==> src/rtl/pmod_i2c_sched.sv <==
// Bring-up sequencer and I2C job arbiter for the eurorack-pmod codec: releases pdn,
// runs codec config, EEPROM ID read, then periodic jack-detect polls.
module pmod_i2c_sched #(
    parameter int STARTUP_CYCLES   = 61440,
    parameter int JACK_POLL_CYCLES = 12000,
    parameter int TIMEOUT_CYCLES   = 65535,
    parameter int MAX_RETRY        = 3
) (
    input  logic       i_clk_12mhz,
    input  logic       i_rst_n,
    input  logic       i_cfg_restart,
    input  logic       i_op_ready,
    input  logic       i_op_done,
    input  logic       i_op_err,
    output logic       o_op_valid,
    output logic [1:0] o_op_sel,
    output logic       o_op_abort,
    output logic       o_pdn,
    output logic       o_sample_en,
    output logic       o_eeprom_valid,
    output logic       o_jack_strobe,
    output logic       o_fault,
    output logic [1:0] o_retry_cnt,
    output logic [2:0] o_dbg_state
);

    localparam int HW = $clog2(STARTUP_CYCLES);
    localparam int JW = $clog2(JACK_POLL_CYCLES);
    localparam int TW = $clog2(TIMEOUT_CYCLES);
    localparam logic [HW-1:0] HOLD_LAST = HW'(STARTUP_CYCLES - 1);
    localparam logic [JW-1:0] JCK_LAST  = JW'(JACK_POLL_CYCLES - 1);
    localparam logic [TW-1:0] TO_LAST   = TW'(TIMEOUT_CYCLES - 1);
    localparam logic [1:0]    MAX_R     = 2'(MAX_RETRY);

    localparam logic [1:0] JOB_CFG = 2'd0;
    localparam logic [1:0] JOB_EEP = 2'd1;
    localparam logic [1:0] JOB_JCK = 2'd2;

    typedef enum logic [2:0] {
        ST_HOLD  = 3'd0,
        ST_IDLE  = 3'd1,
        ST_ISSUE = 3'd2,
        ST_WAIT  = 3'd3,
        ST_FAULT = 3'd4
    } state_t;

    state_t        r_state;
    state_t        w_state_nxt;
    logic [HW-1:0] r_hold_cnt;
    logic [JW-1:0] r_jck_tmr;
    logic [TW-1:0] r_to_cnt;
    logic          r_cfg_pend;
    logic          r_eep_pend;
    logic          r_jck_pend;
    logic          r_rst_req;
    logic [1:0]    r_sel;
    logic          r_pdn;
    logic          r_sample_en;
    logic          r_eeprom_valid;
    logic          r_strobe;
    logic          r_abort;
    logic          r_fault;
    logic [1:0]    r_retry;

    logic          w_pick_ok;
    logic [1:0]    w_pick;
    logic          w_hold_last;
    logic          w_jck_wrap;
    logic          w_timeout;
    logic          w_ok;
    logic          w_fail;
    logic          w_exhaust;
    logic          w_restart_pend;

    assign w_hold_last    = (r_hold_cnt == HOLD_LAST);
    assign w_jck_wrap     = r_sample_en && (r_jck_tmr == JCK_LAST);
    // A done arriving on the timeout cycle wins over the timeout.
    assign w_timeout      = (r_state == ST_WAIT) && (r_to_cnt == TO_LAST) && !i_op_done;
    assign w_ok           = (r_state == ST_WAIT) && i_op_done && !i_op_err;
    assign w_fail         = (r_state == ST_WAIT) && ((i_op_done && i_op_err) || w_timeout);
    assign w_exhaust      = w_fail && (r_sel != JOB_JCK) && (r_retry >= MAX_R);
    assign w_restart_pend = i_cfg_restart || r_rst_req;

    always_ff @(posedge i_clk_12mhz or negedge i_rst_n) begin
        if (!i_rst_n) r_state <= ST_HOLD;
        else          r_state <= w_state_nxt;
    end

    always_comb begin
        w_state_nxt = r_state;
        w_pick_ok   = 1'b0;
        w_pick      = JOB_CFG;
        if (r_cfg_pend) begin
            w_pick_ok = 1'b1;
            w_pick    = JOB_CFG;
        end else if (r_sample_en && r_eep_pend) begin
            w_pick_ok = 1'b1;
            w_pick    = JOB_EEP;
        end else if (r_sample_en && r_jck_pend) begin
            w_pick_ok = 1'b1;
            w_pick    = JOB_JCK;
        end
        case (r_state)
            ST_HOLD:  if (w_hold_last) w_state_nxt = ST_IDLE;
            // A restart in IDLE clears sample_en, so hold off one cycle to pick CFG.
            ST_IDLE:  if (w_pick_ok && !i_cfg_restart) w_state_nxt = ST_ISSUE;
            ST_ISSUE: if (i_op_ready) w_state_nxt = ST_WAIT;
            ST_WAIT: begin
                if (w_ok || w_fail)
                    w_state_nxt = (w_exhaust && !w_restart_pend) ? ST_FAULT : ST_IDLE;
            end
            ST_FAULT: if (i_cfg_restart) w_state_nxt = ST_IDLE;
            default:  w_state_nxt = ST_HOLD;
        endcase
    end

    always_ff @(posedge i_clk_12mhz or negedge i_rst_n) begin
        if (!i_rst_n) begin
            r_hold_cnt     <= '0;
            r_jck_tmr      <= '0;
            r_to_cnt       <= '0;
            r_cfg_pend     <= 1'b0;
            r_eep_pend     <= 1'b0;
            r_jck_pend     <= 1'b0;
            r_rst_req      <= 1'b0;
            r_sel          <= JOB_CFG;
            r_pdn          <= 1'b0;
            r_sample_en    <= 1'b0;
            r_eeprom_valid <= 1'b0;
            r_strobe       <= 1'b0;
            r_abort        <= 1'b0;
            r_fault        <= 1'b0;
            r_retry        <= '0;
        end else begin
            r_strobe <= 1'b0;
            r_abort  <= 1'b0;
            if (r_state == ST_HOLD) begin
                if (w_hold_last) begin
                    r_pdn      <= 1'b1;
                    r_cfg_pend <= 1'b1;
                    r_eep_pend <= 1'b1;
                end else begin
                    r_hold_cnt <= r_hold_cnt + HW'(1);
                end
            end
            if (!r_sample_en || w_jck_wrap) r_jck_tmr <= '0;
            else                            r_jck_tmr <= r_jck_tmr + JW'(1);
            if (r_state == ST_IDLE && w_state_nxt == ST_ISSUE) r_sel <= w_pick;
            if (r_state == ST_ISSUE)     r_to_cnt <= '0;
            else if (r_state == ST_WAIT) r_to_cnt <= r_to_cnt + TW'(1);
            if (w_ok) begin
                r_retry <= '0;
                case (r_sel)
                    JOB_CFG: begin r_cfg_pend <= 1'b0; r_sample_en    <= 1'b1; end
                    JOB_EEP: begin r_eep_pend <= 1'b0; r_eeprom_valid <= 1'b1; end
                    default: begin r_jck_pend <= 1'b0; r_strobe       <= 1'b1; end
                endcase
            end
            if (w_fail) begin
                r_abort <= w_timeout;
                if (r_sel == JOB_JCK)   r_jck_pend <= 1'b0;
                else if (r_retry < MAX_R) r_retry  <= r_retry + 2'd1;
                else                    r_fault    <= 1'b1;
            end
            // A wrap while a poll is pending or in flight merges into it.
            if (w_jck_wrap) r_jck_pend <= 1'b1;
            if (i_cfg_restart && r_state != ST_HOLD) begin
                r_cfg_pend  <= 1'b1;
                r_sample_en <= 1'b0;
                r_jck_pend  <= 1'b0;
                if (r_state != ST_WAIT) begin
                    r_fault <= 1'b0;
                    r_retry <= '0;
                end else if (!w_ok && !w_fail) begin
                    r_rst_req <= 1'b1;
                end
            end
            // Restart is applied after the finishing op's own outcome.
            if ((w_ok || w_fail) && w_restart_pend) begin
                r_cfg_pend  <= 1'b1;
                r_sample_en <= 1'b0;
                r_jck_pend  <= 1'b0;
                r_fault     <= 1'b0;
                r_retry     <= '0;
                r_rst_req   <= 1'b0;
            end
        end
    end

    // Handshake: op_valid stays high with op_sel stable until the cycle op_ready is high;
    // that cycle is the accept, and op_valid drops on the next cycle.
    assign o_op_valid     = (r_state == ST_ISSUE);
    assign o_op_sel       = r_sel;
    assign o_op_abort     = r_abort;
    assign o_pdn          = r_pdn;
    assign o_sample_en    = r_sample_en;
    assign o_eeprom_valid = r_eeprom_valid;
    assign o_jack_strobe  = r_strobe;
    assign o_fault        = r_fault;
    assign o_retry_cnt    = r_retry;
    assign o_dbg_state    = r_state;

endmodule
==> config.mk <==
export PLATFORM = sky130hd
export DESIGN_NAME = pmod_i2c_sched
export DESIGN_NICKNAME = d
export VERILOG_FILES = /design/src/rtl/pmod_i2c_sched.sv
export SDC_FILE = /design/constraint.sdc
export NUM_CORES = 1
export LEC_CHECK = 0
export CORE_MARGIN = 3
export CORE_UTILIZATION = 30
export CTS_CLUSTER_SIZE = 24
export DETAILED_ROUTE_END_ITERATION = 16
export DONT_BUFFER_PORTS = 1
export PLACE_DENSITY = 0.46
export SKIP_LAST_GASP = 1
export SLEW_MARGIN = 20
export SYNTH_ARGS = -nofsm -noshare
export SYNTH_HDL_FRONTEND = slang
export SYNTH_SLANG_ARGS = --single-unit
==> constraint.sdc <==
create_clock -name i_clk_12mhz -period 4.7 [get_ports i_clk_12mhz]
set_clock_uncertainty 0.2 [all_clocks]
set_input_delay 0.94 -clock i_clk_12mhz [delete_from_list [all_inputs] [get_ports i_clk_12mhz]]
set_output_delay 0.94 -clock i_clk_12mhz [all_outputs]
set_load 0.03 [all_outputs]
==> results.tsv <==
metric	value	unit
status	completed	
grt_pass1_wl	10580	um
grt_remaining_overflow	0	
final.period_utilization	69.53	%
relSlewSlack	43.02	%
p_sw	493.3	uW
cts_tree	built	
clock_path_buffers	2	
peakVddDrop	0.1755	mV
reg2reg_from	o_dbg_state[0]	
rows	36	
antenna_cells	0	
ioPinCount	20	
r2r_cells	4	
fin_tns_setup	0	ps
crit_type	reg2out	
drive_gt1_share	8.359	%
synth_nets	324	
seq_area_frac_synth	51.22	%
initial_utilization	31.20	%
p_seq_share	49.9	%
cp_cell_sequence	nand2b_1, or2_2, inv_1	
hold_violations	0	
grt_max_degree	64	
clkPwrFrac	32.6	%
hpwl	4346	um
path_max_fanout	12	
fin_nets	330	
finalCriticalPeriod	3268	ps
htree_levels	3	
syn_area	3078	sq um
areaGrowthSynthToFinish	11.30	%
p_int	981.8	uW
ys_seq_elements	63	
first_pass_iters	4	
cts_resized	0	
cts_buffers	9	
power_frac_comb	17.5	%
final_common_cell	dfrtp_1	
drc	0	
syn_area_per_cell	9.834	sq um
holdWs	89.83	ps
power_density	430.6	nW/um^2
post-cts-setup-buffers	0	
cts.sinks	63	
drtAntennaViolNets	0	
vias	2156	
crit_slowest_cell	dfrtp_1	
synth_cell_type_count	45	
clkTransAtPathRegs	70	ps
antenna_found_initial	0	
cts.hold.buffers_added	0	
track_usage	11.81	%
synth_edf_count	0	
drv_cap	0	
clock.fmax	306.0	MHz
setup-violations-final	0	
cpPeakStageDelay	740	ps
cp_data_arrival_time	2130	ps
routed_via_density	4.728	
wl_per_cell	13.71	um
rrSetupSlack	2120	ps
max_slew.worst_pin.slew	842.8	ps
end_kind	primary output	
worstSkewPairLatency	340	ps
final_cell_mix	dfrtp_1, nor2_1, nand2_1	
worst-path-buf-inv	1	
io_buffers	0	
critical-path-top-delay-family	simple AND/OR/NAND/NOR gates	
die_w	107.3	um
hold_class	in2async	
die_area	11510	sq um
fp.dieH	107.3	um
rsz0062_at_grt	false	
syn_inst	313	
totalWireLength	6251	um
drv_slew	0	
worst_r2r_endpoint	o_dbg_state[0]	
swShare	33.44	%
start_kind	flip-flop	
p_leak	0.001512	uW
cts_root_buf	clkbuf_8	
yosysWarnings	0	
gp_congestion	0.7425	
synth_ff_type	dfrtp_1	
coreArea	9864	sq um
crit_required	3560	ps
dr.first_iter.drc_count	89	
synthArstFlopShare	100.0	%
first_global_vias	2116	
power by group through the flow:
stage	logic [uW]	clock network (uW)	registers, uW
after floorplan	230	0	706
after global placement	261	0	745
after detailed placement	261	0	746
after CTS	262	499	737
after global routing	298	524	752
final	258	481	736
cell usage after synthesis (3+ instances only):
cell type / number / area share [%]
nand3_1: 17 / 2.8
nand2b_1: 4 / 0.81
o21ai_0: 14 / 2.3
or3_1: 5 / 1.0
xnor2_1: 11 / 3.1
inv_1: 11 / 1.3
nor3_1: 7 / 1.1
nor4b_1: 3 / 0.85
and3_1: 12 / 2.4
nor2_1: 36 / 4.4
xor2_1: 16 / 4.6
or2_2: 5 / 1.0
o21a_1: 3 / 0.73
a31oi_1: 5 / 1.0
nand4_1: 8 / 1.6
nand2_1: 35 / 4.3
ha_1: 5 / 2.0
a21oi_1: 8 / 1.3
nor2b_1: 4 / 0.81
mux2i_1: 9 / 2.9
clkbuf_1: 5 / 0.61
dfrtp_1: 63 / 51
layer usage:
metal  global-route usage (%)  wire [um]
met5                        0          0
met4                    4.658         60
met3                    4.679        344
met2                    15.19       2483
met1                    17.38       3363
logic make-up (layout without fill, tap and decap cells):
logic type / Yosys count / in the layout / share of synthesized area [%]
adders and majority gates: 5 / 5 / 2.033
buffers and inverters: 17 / 27 / 2.114
DFF: 63 / 63 / 51.22
and+or+nand+nor: 149 / 149 / 24.76
muxes: 11 / 11 / 3.659
xor gates and xnor gates: 27 / 27 / 7.683
AOI/OAI and AO/OA: 41 / 41 / 8.537
area by class of cell:
| type | instances | area (sq um) |
|---|---|---|
| sequential | 63 | 1577 |
| multi-input combinational | 233 | 1436 |
| inverter | 11 | 41.29 |
| clock inverter | 3 | 42.54 |
| fill | 1021 | 6439 |
| timing repair buffer | 1 | 7.507 |
| tap | 133 | 166.4 |
| clock buffer | 12 | 155.1 |
how the worst max path moves through the flow:
stage                         startpoint         end  slack [ps]  cells after the start
after global routing      o_dbg_state[1]  o_op_valid        1280                      3
after floorplan           o_dbg_state[2]  o_op_valid        1900                      5
after detailed placement  o_dbg_state[1]  o_op_valid        1790                      3
final                     o_dbg_state[1]  o_op_valid        1430                      3
after global placement    o_dbg_state[1]  o_op_valid        1850                      3
after CTS                 o_dbg_state[1]  o_op_valid        1400                      3
stage by stage:
step	setup slack, ps	utilization (%)	cells	area, sq um	total power [uW]
3_3_place_gp	1851	32.72	441	3228	1006
6_report	1432	34.73	456	3426	1475
4_1_cts	1402	34.73	456	3426	1498
2_1_floorplan	1897	-	313	3078	935.9
5_1_grt	1279	34.73	456	3426	1573
3_5_place_dp	1791	32.72	441	3228	1007
worst register-to-register path: stages (launching register included):
cell and delay [ps]:
dfrtp_1 790, nand3b_1 450, nor3b_1 350, nor4b_1 450, o221ai_1 180
flip-flops by register name, summed over array words and instances (netlist names):
name	cells
o_jack_strobe	1
o_dbg_state	3
r_eep_pend	1
o_fault	1
r_to_cnt	16
o_sample_en	1
r_rst_req	1
o_op_sel	2
o_op_abort	1
r_jck_pend	1
o_pdn	1
r_jck_tmr	14
r_hold_cnt	16
o_retry_cnt	2
r_cfg_pend	1
o_eeprom_valid	1
Note: power is estimated with default switching activity, not from simulation.
